$ cat config.mk
export PLATFORM = sky130hd
export DESIGN_NAME = mc_controller_flat
export DESIGN_NICKNAME = d
export VERILOG_FILES = /design/src/rtl/mips_defs_pkg.sv /design/src/rtl/mc_controller_if.sv /design/src/rtl/mc_decode.sv /design/src/rtl/mc_controller.sv /design/src/flat_wrapper.sv
export SDC_FILE = /design/constraint.sdc
export NUM_CORES = 1
export LEC_CHECK = 0
export CORE_UTILIZATION = 30
export CTS_CLUSTER_DIAMETER = 60
export DETAILED_ROUTE_END_ITERATION = 10
export GPL_TIMING_DRIVEN = 0
export PLACE_DENSITY = 0.82
export SLEW_MARGIN = 15
export SYNTH_ARGS = -nofsm -noshare
export SYNTH_HDL_FRONTEND = slang
export SYNTH_SLANG_ARGS = --single-unit
$ cat constraint.sdc
create_clock -name clk -period 1.6 [get_ports clk]
set_input_delay 0.4 -clock clk [delete_from_list [all_inputs] [get_ports clk]]
set_output_delay 0.4 -clock clk [all_outputs]
set_load 0.01 [all_outputs]
$ cat src/rtl/mips_defs_pkg.sv
// mips_defs: opcode/funct, ALU, state, select encodings and control bundle for the multi-cycle controller
package mips_defs;
  localparam logic [5:0] OP_R = 6'h00, OP_ORI = 6'h0d, OP_LUI = 6'h0f, OP_LW = 6'h23;
  localparam logic [5:0] OP_SW = 6'h2b, OP_BEQ = 6'h04, OP_J = 6'h02, OP_JAL = 6'h03;
  localparam logic [5:0] FN_ADDU = 6'h21, FN_SUBU = 6'h23, FN_JR = 6'h08;
  localparam logic [2:0] ALU_ADD = 3'b000, ALU_SUB = 3'b001, ALU_OR = 3'b010, ALU_EQ = 3'b011;
  localparam logic       SRCA_PC = 1'b0, SRCA_RS = 1'b1;
  localparam logic [1:0] SRCB_RT = 2'd0, SRCB_4 = 2'd1, SRCB_EXT = 2'd2, SRCB_EXT2 = 2'd3;
  localparam logic [1:0] EXT_ZERO = 2'd0, EXT_SIGN = 2'd1, EXT_LUI = 2'd2;
  localparam logic [1:0] DST_RT = 2'd0, DST_RD = 2'd1, DST_RA = 2'd2;
  localparam logic [1:0] WBS_ALU = 2'd0, WBS_MEM = 2'd1, WBS_PC = 2'd2;
  localparam logic [1:0] PCS_ALU = 2'd0, PCS_TGT = 2'd1, PCS_JIDX = 2'd2, PCS_RS = 2'd3;
  typedef enum logic [3:0] {
    S_FETCH = 4'd0, S_DECODE = 4'd1, S_EXE_R = 4'd2, S_EXE_I = 4'd3, S_ADDR = 4'd4,
    S_MEM_RD = 4'd5, S_MEM_WR = 4'd6, S_WB_ALU = 4'd7, S_WB_MEM = 4'd8,
    S_BRANCH = 4'd9, S_JUMP = 4'd10
  } state_t;
  typedef enum logic [2:0] {IC_NONE, IC_RALU, IC_IALU, IC_MEM, IC_BEQ, IC_JUMP} iclass_t;
  typedef struct packed {
    iclass_t cls;
    logic    sub;
    logic    lui;
    logic    lw;
    logic    jal;
    logic    jr;
  } dec_t;
  typedef struct packed {
    logic       pc_we;
    logic       ir_we;
    logic       reg_we;
    logic       mem_we;
    logic [2:0] alu_op;
    logic       alu_src_a;
    logic [1:0] alu_src_b;
    logic [1:0] ext_op;
    logic [1:0] reg_dst;
    logic [1:0] wb_src;
    logic [1:0] pc_src;
  } ctrl_t;
endpackage

$ cat src/rtl/mc_controller_if.sv
// mc_if: instruction fields and ALU flag in, datapath controls out, between controller and datapath
interface mc_if;
  logic [5:0]  opcode;
  logic [5:0]  funct;
  logic        alu_eq;
  logic [31:0] pc_init;
  logic        pc_we;
  logic        ir_we;
  logic        reg_we;
  logic        mem_we;
  logic [2:0]  alu_op;
  logic        alu_src_a;
  logic [1:0]  alu_src_b;
  logic [1:0]  ext_op;
  logic [1:0]  reg_dst;
  logic [1:0]  wb_src;
  logic [1:0]  pc_src;
  logic [3:0]  state;
  modport master (
    input  opcode, funct, alu_eq,
    output pc_init, pc_we, ir_we, reg_we, mem_we, alu_op, alu_src_a, alu_src_b,
           ext_op, reg_dst, wb_src, pc_src, state
  );
  modport slave (
    output opcode, funct, alu_eq,
    input  pc_init, pc_we, ir_we, reg_we, mem_we, alu_op, alu_src_a, alu_src_b,
           ext_op, reg_dst, wb_src, pc_src, state
  );
endinterface

$ cat src/rtl/mc_decode.sv
// mc_decode: combinational opcode/funct to instruction class and variant flags
module mc_decode
  import mips_defs::*;
(
  input  logic [5:0] opcode,
  input  logic [5:0] funct,
  output dec_t       dec
);
  always_comb begin
    dec     = '0;
    dec.sub = funct == FN_SUBU;
    dec.lui = opcode == OP_LUI;
    dec.lw  = opcode == OP_LW;
    dec.jal = opcode == OP_JAL;
    dec.jr  = opcode == OP_R && funct == FN_JR;
    dec.cls = (opcode == OP_R && (funct == FN_ADDU || funct == FN_SUBU)) ? IC_RALU :
              (dec.jr || opcode == OP_J || opcode == OP_JAL)            ? IC_JUMP :
              (opcode == OP_ORI || opcode == OP_LUI)                    ? IC_IALU :
              (opcode == OP_LW || opcode == OP_SW)                      ? IC_MEM  :
              (opcode == OP_BEQ)                                        ? IC_BEQ  : IC_NONE;
  end
endmodule

$ cat src/rtl/mc_controller.sv
// mc_controller: multi-cycle MIPS control FSM driving ALU selects and PC/IR/RF/DM write enables
module mc_controller
  import mips_defs::*;
#(
  parameter logic [31:0] RESET_PC = 32'h0000_3000
) (
  input logic  clk,
  input logic  reset,
  mc_if.master bus
);
  state_t state_q, state_d;
  dec_t   dec;
  ctrl_t  c, ctrl;
  mc_decode u_decode (.opcode(bus.opcode), .funct(bus.funct), .dec(dec));
  always_comb begin
    state_d = S_FETCH;
    case (state_q)
      S_FETCH:  state_d = S_DECODE;
      S_DECODE: state_d = dec.cls == IC_RALU ? S_EXE_R  :
                          dec.cls == IC_IALU ? S_EXE_I  :
                          dec.cls == IC_MEM  ? S_ADDR   :
                          dec.cls == IC_BEQ  ? S_BRANCH :
                          dec.cls == IC_JUMP ? S_JUMP   : S_FETCH;
      S_EXE_R,
      S_EXE_I:  state_d = S_WB_ALU;
      S_ADDR:   state_d = dec.lw ? S_MEM_RD : S_MEM_WR;
      S_MEM_RD: state_d = S_WB_MEM;
      default:  state_d = S_FETCH;
    endcase
  end
  always_comb begin
    c = '0;
    case (state_q)
      S_FETCH: begin
        c.pc_we     = 1'b1;
        c.ir_we     = 1'b1;
        c.alu_src_b = SRCB_4;
      end
      S_DECODE: begin
        c.alu_src_b = SRCB_EXT2;
        c.ext_op    = EXT_SIGN;
      end
      S_EXE_R: begin
        c.alu_src_a = SRCA_RS;
        c.alu_op    = dec.sub ? ALU_SUB : ALU_ADD;
        c.reg_dst   = DST_RD;
      end
      S_EXE_I: begin
        c.alu_src_a = SRCA_RS;
        c.alu_src_b = SRCB_EXT;
        c.ext_op    = dec.lui ? EXT_LUI : EXT_ZERO;
        c.alu_op    = dec.lui ? ALU_ADD : ALU_OR;
      end
      S_ADDR: begin
        c.alu_src_a = SRCA_RS;
        c.alu_src_b = SRCB_EXT;
        c.ext_op    = EXT_SIGN;
      end
      S_MEM_WR: c.mem_we = 1'b1;
      S_WB_ALU: begin
        c.reg_we  = 1'b1;
        c.reg_dst = dec.cls == IC_RALU ? DST_RD : DST_RT;
      end
      S_WB_MEM: begin
        c.reg_we = 1'b1;
        c.wb_src = WBS_MEM;
      end
      S_BRANCH: begin
        c.alu_src_a = SRCA_RS;
        c.alu_op    = ALU_EQ;
        c.pc_we     = bus.alu_eq;
        c.pc_src    = PCS_TGT;
      end
      S_JUMP: begin
        c.pc_we   = 1'b1;
        c.pc_src  = dec.jr ? PCS_RS : PCS_JIDX;
        c.reg_we  = dec.jal;
        c.reg_dst = dec.jal ? DST_RA : DST_RT;
        c.wb_src  = dec.jal ? WBS_PC : WBS_ALU;
      end
      default: c = '0;
    endcase
    // reset masks everything combinationally so nothing fires while it is held
    ctrl = reset ? '0 : c;
  end
  always_ff @(posedge clk or posedge reset)
    if (reset) state_q <= S_FETCH;
    else       state_q <= state_d;
  assign bus.pc_init   = RESET_PC;
  assign bus.state     = state_q;
  assign bus.pc_we     = ctrl.pc_we;
  assign bus.ir_we     = ctrl.ir_we;
  assign bus.reg_we    = ctrl.reg_we;
  assign bus.mem_we    = ctrl.mem_we;
  assign bus.alu_op    = ctrl.alu_op;
  assign bus.alu_src_a = ctrl.alu_src_a;
  assign bus.alu_src_b = ctrl.alu_src_b;
  assign bus.ext_op    = ctrl.ext_op;
  assign bus.reg_dst   = ctrl.reg_dst;
  assign bus.wb_src    = ctrl.wb_src;
  assign bus.pc_src    = ctrl.pc_src;
endmodule

$ cat src/flat_wrapper.sv
// flat-port wrapper written by rule: the top's interface ports become plain ports
module mc_controller_flat import mips_defs::*;
#(
  parameter logic [31:0] RESET_PC = 32'h0000_3000
)
  (clk, reset, bus_opcode, bus_funct, bus_alu_eq, bus_pc_init, bus_pc_we, bus_ir_we, bus_reg_we, bus_mem_we, bus_alu_op, bus_alu_src_a, bus_alu_src_b, bus_ext_op, bus_reg_dst, bus_wb_src, bus_pc_src, bus_state);
  mc_if bus_i ();
  input logic clk;
  input logic reset;
  input wire logic [$bits(bus_i.opcode)-1:0] bus_opcode;
  input wire logic [$bits(bus_i.funct)-1:0] bus_funct;
  input wire logic [$bits(bus_i.alu_eq)-1:0] bus_alu_eq;
  output wire logic [$bits(bus_i.pc_init)-1:0] bus_pc_init;
  output wire logic [$bits(bus_i.pc_we)-1:0] bus_pc_we;
  output wire logic [$bits(bus_i.ir_we)-1:0] bus_ir_we;
  output wire logic [$bits(bus_i.reg_we)-1:0] bus_reg_we;
  output wire logic [$bits(bus_i.mem_we)-1:0] bus_mem_we;
  output wire logic [$bits(bus_i.alu_op)-1:0] bus_alu_op;
  output wire logic [$bits(bus_i.alu_src_a)-1:0] bus_alu_src_a;
  output wire logic [$bits(bus_i.alu_src_b)-1:0] bus_alu_src_b;
  output wire logic [$bits(bus_i.ext_op)-1:0] bus_ext_op;
  output wire logic [$bits(bus_i.reg_dst)-1:0] bus_reg_dst;
  output wire logic [$bits(bus_i.wb_src)-1:0] bus_wb_src;
  output wire logic [$bits(bus_i.pc_src)-1:0] bus_pc_src;
  output wire logic [$bits(bus_i.state)-1:0] bus_state;
  assign bus_i.opcode = bus_opcode;
  assign bus_i.funct = bus_funct;
  assign bus_i.alu_eq = bus_alu_eq;
  assign bus_pc_init = bus_i.pc_init;
  assign bus_pc_we = bus_i.pc_we;
  assign bus_ir_we = bus_i.ir_we;
  assign bus_reg_we = bus_i.reg_we;
  assign bus_mem_we = bus_i.mem_we;
  assign bus_alu_op = bus_i.alu_op;
  assign bus_alu_src_a = bus_i.alu_src_a;
  assign bus_alu_src_b = bus_i.alu_src_b;
  assign bus_ext_op = bus_i.ext_op;
  assign bus_reg_dst = bus_i.reg_dst;
  assign bus_wb_src = bus_i.wb_src;
  assign bus_pc_src = bus_i.pc_src;
  assign bus_state = bus_i.state;
  mc_controller #(.RESET_PC(RESET_PC)) u_core (.clk(clk), .reset(reset), .bus(bus_i));
endmodule
==> run metrics, run 1 <==
result of the run=complete, but fails checks; failing checks=DRC, setup timing; cell area after synthesis=roughly 900 um^2; wire length of the first global-routing pass=5480 um; TritonCTS clock tree=built; largest net degree at the start of global routing=11; synthesized netlist cell count=approximately 130; worst-path cell chain=buf_6 -> nor2b_4 -> and3_4 -> nand3_4 -> a21boi_2 -> buf_2; detailed-route DRC error count=12; Total Nets Final=roughly 250; total of flip-flops plus latches after synthesis=4; Crit path largest cell delay=about 430 ps; startpoint kind of the worst setup timing path=register; Hold Vio Cnt, Final=0; floorplan die height=between 50 and 60 um; critical path's top delay family=simple AND/OR/NAND/NOR gates; vias in the first global route=1157; area of the die=roughly 3200 um^2; setup repair after global routing missed its margin=yes; pre-CTS setup slack=-1190 ps; row count=19; flip-flop count of the largest register after layout=4; compound-cell area share of the yosys netlist=a little under a fifth; wire per inst=14.1 um; cell with the biggest individual delay on the critical path=dfrtp_2; Total Negative Setup Slacks=-3460 ps; Synth async-reset ratio=100%; post-place instance area=around 1400 um^2; category of the most critical setup path=reg -> out; average vias per placed instance=around 4.7; root cell of the clock tree=clkbuf_4; xor/xnor share of the synthesized area=less than 1%; synthesis-to-finish area growth=104%; vias post-DR=1249; CTS H-tree lvls=1; gr usage total=21.8%; total length of routed wires=around 3700 um; Critical Path AT=between 1500 and 2000 ps; First-pass DRT Iterations=7; latest clock arrival within the worst-skew pair=around 240 ps; Max rail drop VDD=0.606 mV; main area contributors after synthesis=buf_4 (29%), dfrtp_1 (11%), a21oi_1 (5.6%); kind of end point of the critical path=primary output; CTS max path bufs=2; Synth top area share=29.2%; layout cell share with drive strength beyond 1=between 50% and 60%; total number of yosys warnings=0; most instantiated library cell after synthesis=buf_4; starting utilization of the core area=32.0%; grt ovf=0; final slew viol count=0; Data required, critical path=1200 ps; area share of and/or/nand/nor cells after synthesis=35.1%; Cell Pwr Density=between 1000 and 1500 nW/um^2; clock tree sinks=4; detailed router's first-iteration violation count=87; horizontal die dimension=~57 um; number of antenna-violating nets in the routed design=0; post-layout worst setup margin=-348 ps; share of cell area taken by muxes after synthesis=0%; count of input and output buffers=33; Min-Delay Path Class=in -> async; post-synth top area cell=buf_4; Setup Skew=about 7.5 ps; crit share post-route=122%; max-cap check violation count=0; setup violators final=17; utilization after layout=roughly two thirds; critical path peak fanout=6; leading post-synthesis cells by instance count=buf_4 (35), a21oi_1 (10), nor2_1 (9), nor3_1 (7); GPL Wtd Cong=around 0.8; final instance area=~1800 um^2; count of flip-flops with a built-in enable after synthesis=0; clock-pin transition on the worst setup and hold timing paths=40 ps; most instantiated flip-flop cell in the synthesis netlist=dfrtp_1; count of boundary I/O pins=69; library cells used by synthesis=42; antenna cells=0; number of antenna violations at the first check in global routing=0; sequential area share after synthesis=11.1%; area inside the core boundary=2810 um^2; hpwl dp=roughly 1800 um; clock period minus worst slack=a little under 2000 ps; clock buffer count from CTS=3; Achievable Freq=0.513 GHz; standby leakage power=just under 1 nW; Filler Cell Count=220; Synth Area in Adders=0%; synthesized area per cell=between 7 and 8 um^2; quantity of hold-fixing buffers added after cts=0; overall power=~2.2 mW; sum of buffers and inverters on the critical path=2; dominant combinational cell family by area after synthesis=simple AND/OR/NAND/NOR gates
## metal layers
| layer | up-vias | wire, um | track usage, % |
|---|---|---|---|
| li1 | 597 | - | - |
| met1 | 571 | 1460 | 25.1 |
| met2 | 65 | 1880 | 38.4 |
| met3 | 16 | 237 | 3.23 |
| met4 | 0 | 140 | 11.4 |
| met5 | - | 0 | 0 |
## worst paths after layout
check,startpoint,end,slack (ps),depth (start not counted)
worst min register to register,u_core.bus.state[2],u_core.bus.state[0],780,4
max in group asynchronous,reset,u_core.bus.state[1],1200,2
worst min-delay path,reset,u_core.bus.state[0],210,2
worst max register to register,u_core.bus.state[1],u_core.bus.state[1],230,5
min in group clk,bus_opcode[3],u_core.bus.state[0],500,3
worst max-delay path,u_core.bus.state[1],bus_alu_op[0],-350,6
## worst reg2reg max path: cells and delay by family (launching register included)
family                 cells  cell delay (ps)
buffers and inverters      4              550
AO/OA/AOI/OAI              1              250
flip-flops                 1              450
## power breakdown
group          total [mW]  switching (mW)  internal, mW  leakage, nW
combinational        1.84           0.860         0.983        0.919
clock               0.139          0.0447        0.0938       0.0150
sequential          0.223          0.0717         0.151       0.0472
## final cells by class
| type | count | area (um^2) | share of cell area [%] |
|---|---|---|---|
| multi-input combinational | 112 | 776 | 42.2 |
| timing repair buffer | 70 | 544 | 29.6 |
| sequential | 4 | 104 | 5.65 |
| buffer | 41 | 340 | 18.5 |
| inverter | 2 | 7.51 | 0.409 |
| clock buffer | 4 | 26.3 | 1.43 |
| tap | 31 | 38.8 | 2.11 |
## what timing repair did
action                     CTS  global route
pin swaps                   17            11
resized for setup          142            11
setup buffers               34             2
setup endpoints to repair   24            17
cloned                       1             0
hold endpoints to repair     0             0
## layout by cell type (no fill, tap or decap), types with 3 or more instances in the layout
cell / count
nor3_1: 4
buf_4: 60
clkbuf_4: 3
clkbuf_8: 3
nor2b_4: 3
nand3_1: 4
conb_1: 33
nor2_1: 6
buf_2: 19
nand2b_4: 3
dfrtp_2: 3
nor2_4: 4
dlygate4sd2_1: 8
a21oi_1: 9
buf_6: 14
## cell families (layout without fill, tap and decap cells)
| group | count (synthesis) | after routing |
|---|---|---|
| AOI/OAI and AO/OA | 25 | 25 |
| buffers and inverters | 43 | 117 |
| DFF | 4 | 4 |
| and+or+nand+nor | 53 | 53 |
| xor gates and xnor gates | 1 | 1 |
| other | 2 | 33 |
## through the flow
step / hold slack, ps / instances
floorplan: 398 / 159
global placement: 463 / 223
detailed placement: 463 / 223
CTS: 177 / 262
global route: 216 / 264
finish: 206 / 264
(Power assumes the default switching activity.)
==> run 2: changes to the inputs <==
- CTS_BUF_LIST: not set -> sky130_fd_sc_hd__clkbuf_8 sky130_fd_sc_hd__clkbuf_16
==> run 2 against run 1 <==
Net effect:
- the run still ends with DRC, setup timing left
- maximum frequency fell by 2.0%
- routed wire length rose by 6.6%
- worst setup slack got worse by 39 ps
- total power grew 12%
- first-iteration DRC count down 25%
- combinational power up 9%
- final area up 3.7%
- cell count up 0.76%
- clock power up 60%
==> run metrics, run 2 (synthesis results as in run 1) <==
result of the run=complete, but fails checks; failing checks=DRC, setup timing; final slew viol count=0; CTS H-tree lvls=1; standby leakage power=1.02 nW; starting utilization of the core area=32.0%; Filler Cell Count=203; Achievable Freq=between 0.5 and 0.6 GHz; Critical Path AT=1590 ps; wire per inst=14.9 um; antenna cells=0; Total Nets Final=about 250; layout cell share with drive strength beyond 1=between 60% and 70%; final instance area=~1900 um^2; floorplan die height=56.7 um; number of antenna-violating nets in the routed design=0; GPL Wtd Cong=roughly 0.8; area of the die=approximately 3200 um^2; setup repair after global routing missed its margin=yes; Min-Delay Path Class=in -> async; Hold Vio Cnt, Final=0; Setup Skew=approximately 11 ps; vias in the first global route=1096; crit share post-route=124%; flip-flop count of the largest register after layout=4; area inside the core boundary=~2800 um^2; Max rail drop VDD=around 0.67 mV; clock period minus worst slack=1990 ps; Hold Slack=~240 ps; Data required, critical path=about 1200 ps; horizontal die dimension=56.7 um; wire length of the first global-routing pass=between 5000 and 6000 um; root cell of the clock tree=clkbuf_8; latest clock arrival within the worst-skew pair=~220 ps; gr usage total=slightly below 20%; clock-pin transition on the worst setup and hold timing paths=about 40 ps; clock buffer count from CTS=3; average vias per placed instance=about 5; quantity of hold-fixing buffers added after cts=0; detailed router's first-iteration violation count=65; First-pass DRT Iterations=7; critical path peak fanout=5; setup violators final=17; hpwl dp=about 1800 um; launching element of the worst setup path=u_core.bus.state[1]; most common cell after layout, fill and taps aside=buf_4; count of input and output buffers=33; commonest cells after routing, fill and taps aside=buf_4 (64), conb_1 (33), buf_2 (20), buf_6 (12), dlygate4sd2_1 (7); synthesis-to-finish area growth=112%; TritonCTS clock tree=built; startpoint kind of the worst setup timing path=register; row count=19; post-place instance area=approximately 1400 um^2; number of antenna violations at the first check in global routing=0; CTS max path bufs=2; total length of routed wires=slightly below 4000 um; clock tree sinks=4; utilization after layout=around 68%; grt ovf=0; post-layout worst setup margin=-387 ps; startpoint of the lowest-slack register-to-register path=u_core.bus.state[1]; category of the most critical setup path=reg -> out; vias post-DR=1292; max-cap check violation count=0; count of boundary I/O pins=just under 70; Cell Pwr Density=around 1300 nW/um^2; kind of end point of the critical path=primary output; largest net degree at the start of global routing=11; detailed-route DRC error count=14
## run 2: path summary, 6_finish.rpt
check,endpoint,slack [ps],cells after the start
setup / recovery,bus_reg_we,-390,4
hold / removal,u_core.bus.state[3],240,2
setup reg to reg,u_core.bus.state[0],120,4
hold reg to reg,u_core.bus.state[2],770,3
max in group asynchronous,u_core.bus.state[1],1170,2
min in group clk,u_core.bus.state[0],510,3
## run 2: where the power goes
group / internal, mW / total [mW] / switching, mW
Combinational: 1.07 / 2.00 / 0.937
Sequential: 0.151 / 0.233 / 0.0821
Clock: 0.164 / 0.222 / 0.0583
Total: 1.38 / 2.46 / 1.08
## run 2: per-layer routing
metal | global-route usage, % | wire length, um
met3 | 3.23 | 238
met4 | 11.4 | 145
met5 | 0 | 0
met1 | 22.5 | 1600
met2 | 34.7 | 1980
## run 2: what timing repair did
item | 4_1_cts | 5_1_grt
endpoints found under the setup margin | 22 | 18
pin swaps | 20 | 19
cloned | 1 | 0
gates resized for setup | 138 | 28
buffers inserted | 28 | 11
## run 2: critical path: stages (launching register included)
cell      delay, ps
dfrtp_2         460
buf_8           160
a2111o_1        460
a21oi_2         140
buf_2           150
## run 2: layout make-up
class	count	area, um^2	share of cell area [%]
Buffer	41	342	17.9
Clock buffer	3	41.3	2.17
Clock inverter	1	3.75	0.197
Inverter	2	7.51	0.394
Multi-Input combinational cell	112	815	42.7
Sequential cell	4	104	5.45
Tap cell	31	38.8	2.04
Timing Repair Buffer	72	554	29.1
## run 2: through the flow
step | setup slack, ps | instances | power, mW | TNS, ps
after floorplan | -51.8 | 159 | 0.878 | -102
after global placement | -1180 | 223 | 1.26 | -12070
after detailed placement | -1190 | 223 | 1.27 | -12210
after CTS | -316 | 256 | 1.92 | -2170
after global routing | -407 | 266 | 2.57 | -4510
final | -387 | 266 | 2.46 | -3620
